[src/rtl/multdiv_sequencer.sv]
// -----------------------------------------------------------------------------
// multdiv_sequencer
//   Sequences the multi-cycle multiplier/divider for the single-issue core.
//   A mul/div at issue starts the unit with a one-cycle ctrl_mult/ctrl_div
//   pulse. The front end stalls while the unit runs. Exactly one writeback
//   follows: the unit result goes to rd, or rstatus goes to EXC_REG on an
//   exception or timeout. A flush while the unit is busy drops the operation
//   with no writeback.
//
// Ports
//   clock          rising-edge clock
//   reset          asynchronous, active-low reset
//   issue_valid    instruction present at issue this cycle
//   opcode/aluop   instruction fields used to detect mul/div
//   rd             destination register of the issuing instruction
//   md_ready       unit result valid (level)
//   md_exception   unit overflow / divide-by-zero, valid with md_ready
//   flush          pipeline redirect
//   ctrl_mult      one-cycle start pulse, multiply (registered)
//   ctrl_div       one-cycle start pulse, divide (registered)
//   stall          hold PC/fetch/issue (combinational)
//   busy_cycles    BUSY cycle count, 0 outside BUSY
//   wb_en          regfile write enable for the sequencer result
//   wb_rd          writeback register
//   wb_sel_rstatus 1: write rstatus, 0: write unit result
//   rstatus        zero-extended status code, 0 unless an exception is written
// -----------------------------------------------------------------------------
module multdiv_sequencer #(
  parameter int unsigned CNT_W   = 6,
  parameter int unsigned TIMEOUT = 40,
  parameter int unsigned RST_MUL = 4,
  parameter int unsigned RST_DIV = 5,
  parameter int unsigned EXC_REG = 30
) (
  input  logic             clock,
  input  logic             reset,
  input  logic             issue_valid,
  input  logic [4:0]       opcode,
  input  logic [4:0]       aluop,
  input  logic [4:0]       rd,
  input  logic             md_ready,
  input  logic             md_exception,
  input  logic             flush,
  output logic             ctrl_mult,
  output logic             ctrl_div,
  output logic             stall,
  output logic [CNT_W-1:0] busy_cycles,
  output logic             wb_en,
  output logic [4:0]       wb_rd,
  output logic             wb_sel_rstatus,
  output logic [31:0]      rstatus
);

  typedef enum logic [1:0] {
    S_IDLE = 2'd0,
    S_BUSY = 2'd1,
    S_WB   = 2'd2
  } state_e;

  localparam logic [4:0]       OP_RTYPE  = 5'b00000;
  localparam logic [4:0]       ALU_MUL   = 5'b00110;
  localparam logic [4:0]       ALU_DIV   = 5'b00111;
  localparam logic [CNT_W-1:0] TIMEOUT_C = CNT_W'(TIMEOUT);
  localparam logic [4:0]       EXC_RD    = 5'(EXC_REG);

  state_e           state_q, state_d;
  logic [CNT_W-1:0] cnt_q, cnt_d;
  logic [4:0]       rd_q, rd_d;
  logic             div_q, div_d;
  logic             ctrl_mult_q, ctrl_mult_d;
  logic             ctrl_div_q, ctrl_div_d;
  logic             wb_en_q, wb_en_d;
  logic [4:0]       wb_rd_q, wb_rd_d;
  logic             wb_sel_q, wb_sel_d;
  logic [31:0]      rstatus_q, rstatus_d;

  logic is_md, is_div_op, start, to_wb, exc_now;

  assign is_div_op = (aluop == ALU_DIV);
  assign is_md     = (opcode == OP_RTYPE) && ((aluop == ALU_MUL) || is_div_op);
  // Flush has priority over a new issue.
  assign start     = (state_q == S_IDLE) && issue_valid && is_md && !flush;

  // NOTE: every signal written here gets a default first, so no path leaves
  // a value unassigned and no latch is inferred.
  always_comb begin
    state_d     = state_q;
    cnt_d       = cnt_q;
    rd_d        = rd_q;
    div_d       = div_q;
    ctrl_mult_d = 1'b0;
    ctrl_div_d  = 1'b0;
    wb_en_d     = 1'b0;
    wb_rd_d     = 5'd0;
    wb_sel_d    = 1'b0;
    rstatus_d   = 32'd0;
    stall       = 1'b0;
    to_wb       = 1'b0;
    exc_now     = 1'b0;

    unique case (state_q)
      S_IDLE: begin
        stall = start;
        if (start) begin
          rd_d        = rd;
          div_d       = is_div_op;
          cnt_d       = '0;
          // Registered, so the pulse lands in the first BUSY cycle (cnt==0).
          ctrl_mult_d = !is_div_op;
          ctrl_div_d  = is_div_op;
          state_d     = S_BUSY;
        end
      end
      S_BUSY: begin
        stall = 1'b1;
        cnt_d = (cnt_q == TIMEOUT_C) ? cnt_q : cnt_q + 1'b1;
        if (flush) begin
          state_d = S_IDLE;
        end else if ((cnt_q != '0) && md_ready) begin
          // A ready result beats a same-cycle timeout.
          to_wb   = 1'b1;
          exc_now = md_exception;
        end else if (cnt_q == TIMEOUT_C) begin
          to_wb   = 1'b1;
          exc_now = 1'b1;
        end
      end
      S_WB: begin
        // Instruction is committed: flush and new issue are both ignored here.
        state_d = S_IDLE;
      end
      default: state_d = S_IDLE;
    endcase

    // Writeback outputs are registered and loaded on the BUSY->WB transition.
    if (to_wb) begin
      state_d   = S_WB;
      wb_sel_d  = exc_now;
      wb_rd_d   = exc_now ? EXC_RD : rd_q;
      wb_en_d   = exc_now || (rd_q != 5'd0);
      rstatus_d = exc_now ? (div_q ? 32'(RST_DIV) : 32'(RST_MUL)) : 32'd0;
    end
  end

  // NOTE: sequential state uses non-blocking assignments so every flop samples
  // pre-edge values regardless of statement order.
  always_ff @(posedge clock or negedge reset) begin
    if (!reset) begin
      state_q     <= S_IDLE;
      cnt_q       <= '0;
      rd_q        <= 5'd0;
      div_q       <= 1'b0;
      ctrl_mult_q <= 1'b0;
      ctrl_div_q  <= 1'b0;
      wb_en_q     <= 1'b0;
      wb_rd_q     <= 5'd0;
      wb_sel_q    <= 1'b0;
      rstatus_q   <= 32'd0;
    end else begin
      state_q     <= state_d;
      cnt_q       <= cnt_d;
      rd_q        <= rd_d;
      div_q       <= div_d;
      ctrl_mult_q <= ctrl_mult_d;
      ctrl_div_q  <= ctrl_div_d;
      wb_en_q     <= wb_en_d;
      wb_rd_q     <= wb_rd_d;
      wb_sel_q    <= wb_sel_d;
      rstatus_q   <= rstatus_d;
    end
  end

  assign ctrl_mult      = ctrl_mult_q;
  assign ctrl_div       = ctrl_div_q;
  assign busy_cycles    = (state_q == S_BUSY) ? cnt_q : '0;
  assign wb_en          = wb_en_q;
  assign wb_rd          = wb_rd_q;
  assign wb_sel_rstatus = wb_sel_q;
  assign rstatus        = rstatus_q;

endmodule

[config.mk]
export PLATFORM = sky130hd
export DESIGN_NAME = multdiv_sequencer
export DESIGN_NICKNAME = d
export VERILOG_FILES = /design/src/rtl/multdiv_sequencer.sv
export SDC_FILE = /design/constraint.sdc
export NUM_CORES = 1
export LEC_CHECK = 0
export CORE_ASPECT_RATIO = 0.5
export CORE_MARGIN = 4
export CORE_UTILIZATION = 39
export CTS_CLUSTER_SIZE = 24
export DETAILED_ROUTE_END_ITERATION = 12
export PLACE_DENSITY = 0.79
export SLEW_MARGIN = 10
export SYNTH_ARGS = -nofsm -noshare
export SYNTH_HDL_FRONTEND = slang
export SYNTH_SLANG_ARGS = --single-unit
export TNS_END_PERCENT = 5
[constraint.sdc]
create_clock -name clock -period 2.3 [get_ports clock]
set_clock_uncertainty 0.05 [all_clocks]
set_input_delay 0.46 -clock clock [delete_from_list [all_inputs] [get_ports clock]]
set_output_delay 0.46 -clock clock [all_outputs]
set_load 0.01 [all_outputs]
# After elaboration in Yosys (flattened, before gate mapping)
# Index checks and enable logic that the tools add are counted.
[totals]
regBits = 55
inputBits = 21
wordCells = 63
[classes]
n_addsub = 1
n_eq_ne = 8
mux = 27
reduce_logical = 17
[op_table]
columns = ["op", "count"]
rows = [
  ["6-bit 2-to-1 mux", 3],
  ["1-bit 2-to-1 mux", 14],
  ["6-bit one-hot mux with 2 select lines", 1],
  ["5-bit by 3-bit equality test with 1-bit output, second input constant", 2],
  ["5-bit 2-to-1 mux", 2],
  ["6-bit by 1-bit adder with 6-bit output, second input constant", 1],
  ["6-bit equality test, second input constant", 1],
  ["2-bit 2-to-1 mux", 3],
  ["3-bit 2-to-1 mux", 2],
  ["3-bit inequality test, second input constant", 2],
  ["6-bit nonzero test", 1],
  ["1-bit logical AND", 5],
  ["5-bit zero test", 1],
  ["5-bit nonzero test", 1],
  ["2-bit inequality test, second input constant", 2],
  ["2-bit one-hot mux with 2 select lines", 1],
  ["2-bit AND reduction", 2],
  ["3-bit AND reduction", 1],
  ["2-bit by 1-bit equality test with 1-bit output, second input constant", 1],
  ["1-bit zero test", 2],
  ["2-bit zero test", 1],
  ["1-bit logical OR", 2],
  ["1-bit one-hot mux with 2 select lines", 1],
  ["2-bit nonzero test", 1],
]

# Longest topological paths before layout
[depth]
word_depth = 8
ltp_mapped = 6
depth_no_buf = 6

# Worst setup path before layout
# No wires, ideal clock.
[synth_timing]
path_kind = "in2out"
from = "input port opcode[2]"
to = "output port stall"
arrival_ns = 1.374
required_ns = 1.790
path_slack_ns = 0.416
cell_stages = 4
n_path_buf = 1
path_cell_list = "nor4b_1 > nand4_1 > buf_2 > a21oi_1"
[synth_via]
elab_chain_cells = 5
[synth_lines]
columns = ["element", "line", "source"]
rows = [
  ["start, declared", "38", "input logic [4:0] opcode,"],
  ["5-bit zero test", "80", "assign is_md = (opcode == OP_RTYPE) && ((aluop == ALU_MUL) || is_div_op);"],
  ["1-bit logical AND", "80", ""],
  ["1-bit logical AND (2 in series)", "82", "assign start = (state_q == S_IDLE) && issue_valid && is_md && !flush;"],
  ["1-bit one-hot mux with 2 select lines", "101", "unique case (state_q)"],
  ["end, declared", "46", "output logic stall,"],
]
# No other way between the ends.

# Worst setup path in the final report
[layout_timing]
from = "register state_q[1]"
to = "output port busy_cycles[0]"
[layout_via]
elab_chain_cells = 2
[layout_lines]
columns = ["element", "line", "source"]
rows = [
  ["start, declared", "66", "state_e state_q, state_d;"],
  ["start signal, assigned", "160", "state_q <= state_d;"],
  ["2-bit by 1-bit equality test with 1-bit output", "175", "assign busy_cycles = (state_q == S_BUSY) ? cnt_q : '0;"],
  ["6-bit 2-to-1 mux", "175", ""],
  ["end, declared", "47", "output logic [CNT_W-1:0] busy_cycles,"],
]
# No other way between the ends.

==> reports/results.md <==
| Step | Parameter | Reported |
| --- | --- | --- |
| outcome | Outcome | finished clean |
| cts | Post-CTS Setup Bufs | 0 |
| timing | Pins over their slew limit | 0 |
| cells and area | Footprint of the flip-flops and latches | 600.6 um^2 |
| worst setup path | Critical setup path kind | reg -> out |
| cts | Number of buffers inserted by hold repair at cts | 0 |
| run | Number of violations of the max-capacitance limit | 0 |
| routing | Detailed-route vias per instance | 4.538 |
| grt | Largest net degree at the start of global routing | 25 |
| floorplanning | DIE AREA | 0.004528 mm^2 |
| floorplanning | Effective utilization at floorplan | 0.4286 |
| timing | Unrepaired setup endpoints after global routing | no |
| timing | Final period demand of the worst path | 2171 ps |
| timing | Hold slack | 422.7 ps |
| cells and area | Final Non-Filler Cells | 208 |
| cells and area | Nets@finish | 192 |
| routing | Total DRC errors in the routed layout | 0 |
| logic synthesis | Sequential element share of the synthesized area | 0.4444 |
| power and ir drop | Power density of the placed cells | 523.4 mW/mm^2 |
| cells and area | Area growth, synth to finish | 28.89% |
| logic synthesis | Top_reg_cell synth | sky130_fd_sc_hd__dfrtp_1 |
| floorplanning | Standard cell core area | 0.003153 mm^2 |
| routing | Routed via count | 944 |
| logic synthesis | Biggest area contributors in the synthesized netlist | sky130_fd_sc_hd__dfrtp_1 (44%), sky130_fd_sc_hd__buf_4 (17%), sky130_fd_sc_hd__mux2_2 (4.2%) |
| logic synthesis | Number of enable-type register cells in the synthesized netlist | 0 |
| cts | Clock Root Buffer | sky130_fd_sc_hd__clkbuf_8 |
| power and ir drop | Reported leakage power | 0.8455 nW |
| routing | Post-DR wirelength/cell | 12.30 um |
| placed design | Final HPWL DP | 2010 um |
| cells and area | Inserted Diodes | 0 |
| logic synthesis | Post-synthesis cell count | 127 |
| worst setup path | Buf/Inv on CP | 1 |
| grt | Total global routing overflow | 0 |
| placed design | Port Buf Inserts | 38 |
| worst setup path | Cell family contributing the most delay on the critical path | buffers and inverters |
| logic synthesis | Dominant cell by count in the synthesized netlist | sky130_fd_sc_hd__buf_4 |
| worst setup path | Arrival @ worst endpoint | 1660 ps |
| cts | Number of buffers between clock root and the deepest sink | 2 |
| routing | Count of antenna-violating nets left after detailed routing | 0 |
| cts | Clock latency of the later-clocked register in the worst-skew pair | 270 ps |
| worst setup path | Critical Path Fanout Max | 7 |
| cells and area | Filler Cells Inserted | 268 |
| floorplanning | Placement Rows | 14 |
| cells and area | Fraction of layout cells with a size suffix above 1 | 0.1548 |
| logic synthesis | Synth Area per Inst | 10.64 um^2 |
| power and ir drop | Worst ir drop on vdd | 0.2724 mV |
| placed design | Standard cell area after detailed placement | 0.001667 mm^2 |
| cts | CTS Buf Count | 3 |
| worst setup path | Ordered list of cells on the worst path | or2b_4, nor2_1, clkdlybuf4s50_1 |
| logic synthesis | Largest area contributor in the synthesized netlist | sky130_fd_sc_hd__dfrtp_1 |
| placed design | RD Place Congestion | 0.8329 |
| grt | Number of antenna violations at the first check in global routing | 0 |
| cts | Count of clock tree sinks | 24 |
| grt | Gr usage total | 0.1072 |
| cts | H-tree depth | 1 |
| cts | Clock-pin slew on the worst setup and hold paths | 80 ps |
| min path | Worst min path class | reg -> reg |
| timing | Final-report hold violation count | 0 |
| worst setup path | Setup slack, reg-to-reg | 500 ps |
| routing | Number of detailed-route iterations in the first pass | 4 |
| placed design | Cell count after placement | 204 |
| logic synthesis | FF+latch count, synth | 24 |
| worst setup path | Critical path's slowest cell | sky130_fd_sc_hd__clkdlybuf4s50_1 |
| cts | TritonCTS clock tree | built |
| timing | Final Cycle Share | 0.9439 |
| logic synthesis | Synth Cell Area | 0.001351 mm^2 |
| logic synthesis | Ys Warns | 0 |
| floorplanning | DIE WIDTH | 91.25 um |
| worst setup path | Data required time at the worst endpoint | 1790 ps |
| logic synthesis | Synth async-reset ratio | 1.000 |
| worst setup path | Delay of the slowest cell on the worst path | 550 ps |
| logic synthesis | Number of different library cells in the post-synthesis netlist | 38 |
| timing | Fmax | 460.6 MHz |
| grt | Global-route wire length before repair | 3843 um |
| grt | Via count of the first global-routing pass | 816 |
| timing | Count of endpoints failing setup in the final report | 0 |
| routing | Iteration-0 DRC Markers | 36 |
| routing | Detailed-route wire length | 2559 um |
| cells and area | Final design instance area without fill | 0.001742 mm^2 |
| logic synthesis | Top-area cell type share of the netlist area | 0.4444 |
| worst setup path | Sort of element at the end of the critical path | output port |
| cells and area | Area of the multi-input gates | 595.6 um^2 |
| floorplanning | Vertical die dimension | 49.62 um |
| floorplanning | Ports placed on the boundary | 69 |
| logic synthesis | Commonest cells in the synthesized netlist | sky130_fd_sc_hd__buf_4 (31), sky130_fd_sc_hd__dfrtp_1 (24), sky130_fd_sc_hd__nand2_1 (7) |
| worst setup path | CP Launch Type | register |
-- metrics by stage --
stage	utilization	setup slack, ps	TNS [ps]	power [W]
2_1_floorplan	-	416.0	0	0.0005367
3_3_place_gp	0.5286	-283.2	-283.2	0.0005474
3_5_place_dp	0.5286	-265.4	-265.4	0.0005511
4_1_cts	0.5508	6.344	0	0.0009163
5_1_grt	0.5524	55.46	0	0.0009472
6_report	0.5524	129.1	0	0.0009115
-- layout make-up --
class                   instances  area share
flip-flops and latches         24      0.3448
multi-input cells              93      0.3420
repair buffers                 42      0.2328
well taps                      40     0.02874
clock buffers                   3     0.02371
clock inverters                 1     0.01724
inverters                       5     0.01078
-- layout by cell type, fill, tap and decap left out, types with 2 or more instances in the layout --
master | netlist | routed
sky130_fd_sc_hd__and3_1 | 3 | 3
sky130_fd_sc_hd__dfrtp_1 | 24 | 24
sky130_fd_sc_hd__nand4_1 | 2 | 2
sky130_fd_sc_hd__clkdlybuf4s50_1 | 0 | 37
sky130_fd_sc_hd__and2_2 | 3 | 3
sky130_fd_sc_hd__mux2_2 | 5 | 5
sky130_fd_sc_hd__nor2_1 | 5 | 5
sky130_fd_sc_hd__clkbuf_8 | 0 | 3
sky130_fd_sc_hd__o21a_1 | 5 | 5
sky130_fd_sc_hd__nor4b_2 | 1 | 2
sky130_fd_sc_hd__inv_1 | 5 | 5
sky130_fd_sc_hd__nand2_1 | 7 | 7
sky130_fd_sc_hd__o21ai_0 | 3 | 3
sky130_fd_sc_hd__a21oi_1 | 4 | 4
sky130_fd_sc_hd__buf_4 | 31 | 4
sky130_fd_sc_hd__conb_1 | 1 | 30
sky130_fd_sc_hd__and2_1 | 4 | 4
sky130_fd_sc_hd__ha_1 | 2 | 2
-- power by group --
group	total, W	internal [W]	leakage [nW]	switching, W
Combinational	0.000102	0.0000480	0.490	0.0000543
Sequential	0.000442	0.000430	0.320	0.0000116
Clock	0.000367	0.000233	0.0357	0.000135
-- path summary, 6_finish.rpt --
path	start	endpoint	depth (start not counted)
min in group asynchronous	reset	cnt_q[1]	2
worst max-delay path	state_q[1]	busy_cycles[0]	3
worst max register to register	cnt_q[0]	cnt_q[0]	6
max in group asynchronous	reset	wb_rd[3]	2
worst min-delay path	div_q	div_q	1
worst min register to register	div_q	div_q	1
-- repair_timing --
action,4_1_cts,5_1_grt
pin swaps,0,1
gates resized for setup,1,4
endpoints found under the setup margin,1,3
-- sequential cells by signal, summed over array words and instances, names as in the netlist --
name            count
ctrl_mult           1
rstatus             1
state_q             2
wb_sel_rstatus      1
wb_rd               5
div_q               1
ctrl_div            1
wb_en               1
rd_q                5
cnt_q               6
-- logic make-up after synthesis --
logic type               synth area share
AO/OA/AOI/OAI                      0.1167
XOR/XNOR                         0.006483
adder cells (fa/ha/maj)           0.01852
buffers and inverters              0.2018
flip-flops                         0.4444
multiplexers                      0.04907
other                            0.002775
AND/OR/NAND/NOR                    0.1602
-- layer usage --
layer  share of wire  up-vias  wire length [um]  GRT usage
met2            0.49       42              1248     0.1900
met5               0        -                 0          0
li1                -      450                 -          -
met1            0.40      448              1025     0.1199
met3            0.10        4               255    0.03495
met4           0.012        0                30    0.04500
No activity file was read; power rests on OpenSTA's default activity.
